`config.mk`:
```
export PLATFORM = sky130hd
export DESIGN_NAME = lfsr_grant_sched
export DESIGN_NICKNAME = d
export VERILOG_FILES = /design/src/rtl/lfsr_grant_sched.sv
export SDC_FILE = /design/constraint.sdc
export NUM_CORES = 1
export LEC_CHECK = 0
export ABC_CLOCK_PERIOD_IN_PS = 5400
export BUFFER_PORTS_ARGS = -buffer_cell sky130_fd_sc_hd__buf_2
export CAP_MARGIN = 20
export CELL_PAD_IN_SITES_DETAIL_PLACEMENT = 0
export CELL_PAD_IN_SITES_GLOBAL_PLACEMENT = 1
export CORE_ASPECT_RATIO = 1.75
export CORE_MARGIN = 3
export CORE_UTILIZATION = 30
export CTS_CLUSTER_DIAMETER = 40
export DETAILED_ROUTE_END_ITERATION = 12
export PLACE_DENSITY_LB_ADDON = 0.1
export SLEW_MARGIN = 15
export SYNTH_ARGS = -nofsm -noshare
export SYNTH_HDL_FRONTEND = slang
export SYNTH_SLANG_ARGS = --single-unit
```
`constraint.sdc`:
```
create_clock -name clk -period 5.4 [get_ports clk]
set_clock_uncertainty 0.2 [all_clocks]
set_input_delay 0.81 -clock clk [delete_from_list [all_inputs] [get_ports clk]]
set_output_delay 0.81 -clock clk [all_outputs]
set_load 0.05 [all_outputs]
```
`src/rtl/lfsr_grant_sched.sv`:
```
`default_nettype none
// ============================================================================
// Module      : lfsr_grant_sched
// Description : Round-robin burst scheduler sharing one LFSR word generator
//               among N_REQ requesters, with deferred reseed and parity check.
// Revision    : 1.0 - initial release
// ============================================================================
module lfsr_grant_sched #(
    parameter int N_REQ = 4,
    parameter int LEN_W = 4
) (
    input  logic                   clk,
    input  logic                   rst,
    input  logic [N_REQ-1:0]       req,
    input  logic [N_REQ*LEN_W-1:0] req_len,
    output logic [N_REQ-1:0]       gnt,
    output logic [7:0]             dout,
    output logic                   dout_valid,
    input  logic                   dout_ready,
    output logic                   dout_last,
    input  logic                   seed_load,
    input  logic [6:0]             seed_val,
    input  logic [7:0]             lfsr_word,
    output logic                   lfsr_step,
    output logic                   lfsr_load,
    output logic [6:0]             lfsr_seed,
    output logic                   parity_err
);

    localparam int         IDX_W      = (N_REQ > 1) ? $clog2(N_REQ) : 1;
    localparam logic [6:0] C_SEED_RST = 7'h01;

    typedef enum logic [1:0] {
        S_IDLE  = 2'd0,
        S_LOAD  = 2'd1,
        S_BURST = 2'd2
    } state_t;

    state_t             r_state;
    logic [IDX_W-1:0]   r_ptr;
    logic [IDX_W-1:0]   r_owner;
    logic [LEN_W-1:0]   r_cnt;
    logic               r_seed_pend;
    logic [6:0]         r_seed_hold;
    logic [N_REQ-1:0]   r_gnt;
    logic               r_dout_valid;
    logic               r_lfsr_load;
    logic [6:0]         r_lfsr_seed;
    logic               r_parity_err;

    logic               w_found;
    logic [IDX_W-1:0]   w_pick;
    logic [LEN_W-1:0]   w_len;
    logic [IDX_W-1:0]   w_next_ptr;
    logic               w_hs;
    logic               w_word_bad;
    logic               w_owner_req;
    logic               w_burst_end;

    // Two passes give the wrapping search: first at/after the pointer, then below it.
    always_comb begin
        w_found = 1'b0;
        w_pick  = '0;
        for (int i = 0; i < N_REQ; i++) begin
            if (!w_found && req[i] && (IDX_W'(i) >= r_ptr)) begin
                w_found = 1'b1;
                w_pick  = IDX_W'(i);
            end
        end
        for (int i = 0; i < N_REQ; i++) begin
            if (!w_found && req[i] && (IDX_W'(i) < r_ptr)) begin
                w_found = 1'b1;
                w_pick  = IDX_W'(i);
            end
        end
    end

    always_comb begin
        w_len = '0;
        for (int i = 0; i < N_REQ; i++) begin
            if (w_pick == IDX_W'(i)) begin
                w_len = req_len[i*LEN_W +: LEN_W];
            end
        end
    end

    assign w_next_ptr  = (r_owner == IDX_W'(N_REQ-1)) ? '0 : r_owner + 1'b1;
    assign w_hs        = r_dout_valid & dout_ready;
    assign w_owner_req = req[r_owner];
    assign w_burst_end = (w_hs && (r_cnt == LEN_W'(1))) || !w_owner_req;
    // An all-zero state is the LFSR lock-up value, so it is flagged alongside bad parity.
    assign w_word_bad  = (lfsr_word[7] != ~^lfsr_word[6:0]) || (lfsr_word[6:0] == 7'h00);

    always_ff @(posedge clk) begin
        if (rst) begin
            r_state      <= S_IDLE;
            r_ptr        <= '0;
            r_owner      <= '0;
            r_cnt        <= '0;
            r_seed_pend  <= 1'b0;
            r_seed_hold  <= C_SEED_RST;
            r_gnt        <= '0;
            r_dout_valid <= 1'b0;
            r_lfsr_load  <= 1'b0;
            r_lfsr_seed  <= C_SEED_RST;
            r_parity_err <= 1'b0;
        end else begin
            if (seed_load) begin
                r_seed_pend <= 1'b1;
                r_seed_hold <= (seed_val == 7'h00) ? C_SEED_RST : seed_val;
            end
            if (w_hs && w_word_bad) begin
                r_parity_err <= 1'b1;
            end
            case (r_state)
                S_IDLE: begin
                    if (r_seed_pend) begin
                        r_state     <= S_LOAD;
                        r_lfsr_load <= 1'b1;
                        r_lfsr_seed <= r_seed_hold;
                        if (!seed_load) begin
                            r_seed_pend <= 1'b0;
                        end
                    end else if (w_found) begin
                        r_state      <= S_BURST;
                        r_owner      <= w_pick;
                        r_gnt        <= {{(N_REQ-1){1'b0}}, 1'b1} << w_pick;
                        r_dout_valid <= 1'b1;
                        r_cnt        <= (w_len == '0) ? LEN_W'(1) : w_len;
                    end
                end
                S_LOAD: begin
                    r_lfsr_load <= 1'b0;
                    r_state     <= S_IDLE;
                end
                S_BURST: begin
                    if (w_burst_end) begin
                        r_state      <= S_IDLE;
                        r_gnt        <= '0;
                        r_dout_valid <= 1'b0;
                        r_ptr        <= w_next_ptr;
                    end else if (w_hs) begin
                        r_cnt <= r_cnt - 1'b1;
                    end
                end
                default: begin
                    r_state <= S_IDLE;
                end
            endcase
        end
    end

    assign gnt        = r_gnt;
    assign dout       = lfsr_word;
    assign dout_valid = r_dout_valid;
    assign dout_last  = r_dout_valid && (r_cnt == LEN_W'(1));
    assign lfsr_step  = w_hs;
    assign lfsr_load  = r_lfsr_load;
    assign lfsr_seed  = r_lfsr_seed;
    assign parity_err = r_parity_err;

endmodule
`default_nettype wire

```
# Word level (Yosys, flattened, before mapping)
# Cells that the tools add are included.
# Widths: inputs -> output; s select.
# totals
regBits,32
inputBits,39
# op_classes
n_addsub,2
order_cmp,9
eq_ne,15
shift,1
n_mux,47
bitwise,2
n_reduce_logical,43
# op_table
operator,n
$mux 4,12
$mux 2,10
$logic_and 1x1->1,18
$mux 1,18
$pmux 4 s2,2
$logic_not 7->1,2
$ne 2x2->1 const B,6
$eq 2x2->1 const B,4
$logic_not 1->1,8
$reduce_and 2->1,4
$mux 7,1
$reduce_xnor 7->1,1
$reduce_and 5->1,1
$eq 2x1->1 const B,2
$eq 4x1->1 const B,1
$ge 1x2->1 const A,2
$ge 2x2->1 const A,2
$logic_not 2->1,2
$logic_not 4->1,1
$lt 1x2->1 const A,2
$lt 2x2->1 const A,2
$pmux 1 s2,2
$pmux 2 s2,1
$reduce_and 4->1,1
other kinds (12),14

# Logic depth before layout (Yosys ltp)
# depth
depth_word,41
ltp_mapped,8

# Least setup slack after synthesis
# OpenSTA, ideal clock, no wires.
# synth_path
path_kind,reg2out
from,reg r_cnt[0]
to,out dout_last
arrival_time_ns,1.623
required_ns,4.390
path_slack_ns,2.767
path_stages_with_launch,4
n_path_buf,0
path_cell_list,dfxtp_1 ha_1 or3b_1 nor2_1
# synth_between
elab_chain_len,2
# synth_lines
item,line_no,source
from (decl),42,logic [LEN_W-1:0] r_cnt;
from (signal assigned),129,r_cnt <= (w_len == '0) ? LEN_W'(1) : w_len;
from (signal assigned),143,r_cnt <= r_cnt - 1'b1;
$eq 4x1->1,156,assign dout_last = r_dout_valid && (r_cnt == LEN_W'(1));
$logic_and 1x1->1,156,
to (decl),20,"output logic dout_last,"
# No other way between the ends.

# Final worst setup path
# Same ends and word-level chain as after synthesis.

==> out/results.ini <==
[die]
rows=37
core_um2=5930
die_w_um=65.2
dieArea_um2=7150
ios=63
initial_core_util_pct=31.1
die_y_um=110

[cells_and_area]
ff_latch_area_um2=641
nNetsFinal=326
fill_cells=684
final_common_cell=buf_2
layout-drive-gt1-share_pct=29.1
areaGrowthSynthToFinish_pct=22.3
antenna_cells=0
multi_input_area_um2=1040
layout_common_cells=62 x buf_2, 32 x dfxtp_1, 27 x nand2_1, 26 x nor2_1, 26 x a21oi_1

[logic_synthesis]
ys_warn_count=0
netlist_instances=227
synth-edff-count=0
syn_area_um2=1840
async_flop_share_pct=0
synth-seq-cells=32
ys.flop_type=dfxtp_1
synth_nets=272
ys_seq_area_share_pct=34.8
synth.distinct_cells=51
syn_area_per_cell_um2=8.11

[sta]
slew_violations=0
finalSetupTns_ns=0
setup-violations-final=0
fin_crit_ns=2.70
post-route-period-util_pct=50.0
worstMarginPinSlew_ns=0.644
max-slew-margin-rel_pct=57.0
layout_setup_ws_ns=2.70
grt_setup_unrepaired=no
hold_viol=0
fmax_mhz=370

[setup_path]
reg2regPathDepth=7
slowest_stage=dfxtp_1
crit_path_start=r_cnt[0]
crit_chain=ha_1 -> or3b_1 -> nor2_1 -> buf_2
r2r-end=gnt[1]
endpoint_kind=primary output
rrSetupSlack_ns=3.09
criticalPathCategory=reg2out
worstPathRequired_ns=4.39
critPathArrivalTime_ns=1.69
r2r_start=r_cnt[0]
startpoint_type=flop
cp_max_fo=5
cpPeakStageDelay_ns=0.46

[min_path]
hp-start=lfsr_seed[6]
min_to=lfsr_seed[6]
holdPathStages=2
hold_path.class=reg2reg

[placed_design]
io_buffers=62
pre_cts_ws_ns=2.67
dp.final_hpwl_mm=4.01
gp_congestion=0.805

[cts]
holdBufCountCts=0
cts_sinks=32
clk_path_buf_depth=2
clk_pin_slew_ns=0.07
cts_resized=0
tritoncts=built
post-cts-setup-buffer-count=0
h-tree-depth=2
root_buffer=clkbuf_8
clk_latency_ns=0.28
cts_made_buffers=5

[power]
finalPower_uw=652
ir_worst_vdd_mv=0.177
power.density_nw_per_um2=290
leakage_uw=0.00101

[detailed_routing]
ant_nets=0
post_drt_wl_per_cell_um=14.0
route.vias.total=1769
drt_pass1_iterations=4
drt_wl_total_mm=5.03
drtIter0Drc=122
routed_via_density=4.91
drc=0

[grt]
grt_max_degree=34
grt_usage_pct=15.2
grt-ovfl-total=0
grt_pass1_vias=1700
antenna_found_initial=0
grt_pass1_wl_mm=8.31

[outcome]
status=finished, final reports clean

[job]
max-cap-violations=0

worst max path at each step:
stage | depth (start not counted) | slack [ns] | endpoint
after floorplan | 3 | 2.77 | dout_last
after global placement | 7 | 2.66 | r_cnt[1]
after detailed placement | 7 | 2.67 | r_cnt[0]
after CTS | 4 | 2.67 | dout_last
after global routing | 4 | 2.59 | dout_last
final | 4 | 2.70 | dout_last
routing by layer:
metal | routed length (µm) | vias to the layer above | GRT usage (%)
li1 | - | 892 | -
met1 | 1820 | 807 | 15.9
met2 | 2640 | 61 | 27.3
met3 | 405 | 9 | 4.19
met4 | 159 | 0 | 7.27
met5 | 0 | - | 0
per-stage QoR:
step | hold slack [ns] | std cells | instance area (µm²) | util (%)
2_1_floorplan | 0.231 | 227 | 1840 | -
3_3_place_gp | 0.240 | 352 | 2160 | 36.5
3_5_place_dp | 0.249 | 352 | 2160 | 36.5
4_1_cts | 0.255 | 360 | 2250 | 38.0
5_1_grt | 0.289 | 360 | 2250 | 38.0
6_report | 0.256 | 360 | 2250 | 38.0
layout make-up:
| type | instances | area share [%] |
|---|---|---|
| Sequential cell | 32 | 28.5 |
| Clock buffer | 8 | 4.00 |
| Multi-Input combinational cell | 160 | 46.1 |
| Inverter | 20 | 3.34 |
| Tap cell | 78 | 4.34 |
| Timing Repair Buffer | 62 | 13.8 |
cells by family after synthesis:
| logic type | Yosys count | share of synthesized area [%] |
|---|---|---|
| multiplexers | 8 | 5.30 |
| flip-flops | 32 | 34.8 |
| XOR/XNOR | 3 | 1.43 |
| adder cells (fa/ha/maj) | 6 | 4.08 |
| AO/OA/AOI/OAI | 63 | 24.9 |
| buffers and inverters | 35 | 8.84 |
| AND/OR/NAND/NOR | 80 | 20.7 |
state kept, by name, indices dropped and copies added (netlist names):
signal       cells
r_ptr            2
r_cnt            4
r_seed_pend      1
r_seed_hold      7
parity_err       1
gnt              4
dout_valid       1
lfsr_seed        7
lfsr_load        1
r_owner          2
r_state          2
power by group:
part | leakage [µW] | internal, µW | switching (µW)
clock | 0.0000455 | 104 | 87.0
sequential | 0.000263 | 254 | 17.7
combinational | 0.000705 | 69.2 | 120
worst max-delay path: cells and delay by family (launching register included):
| family | cells | cell delay [ns] |
|---|---|---|
| simple gates | 2 | 0.52 |
| flops | 1 | 0.46 |
| buf+inv | 1 | 0.26 |
| fa+ha+maj | 1 | 0.18 |
synthesized netlist by cell type, drive strengths merged, types with 5 or more instances:
| library cell | number | area (µm²) |
|---|---|---|
| ha | 6 | 75.1 |
| nand2 | 27 | 101 |
| a211oi | 7 | 52.6 |
| a21oi | 26 | 130 |
| nor2 | 28 | 115 |
| o21ai | 10 | 53.8 |
| dfxtp | 32 | 641 |
| clkbuf | 6 | 22.5 |
| nor2b | 5 | 33.8 |
| mux2i | 6 | 60.1 |
| inv | 20 | 75.1 |
| buf | 9 | 65.1 |
Note: power is estimated with default switching activity, not from simulation.
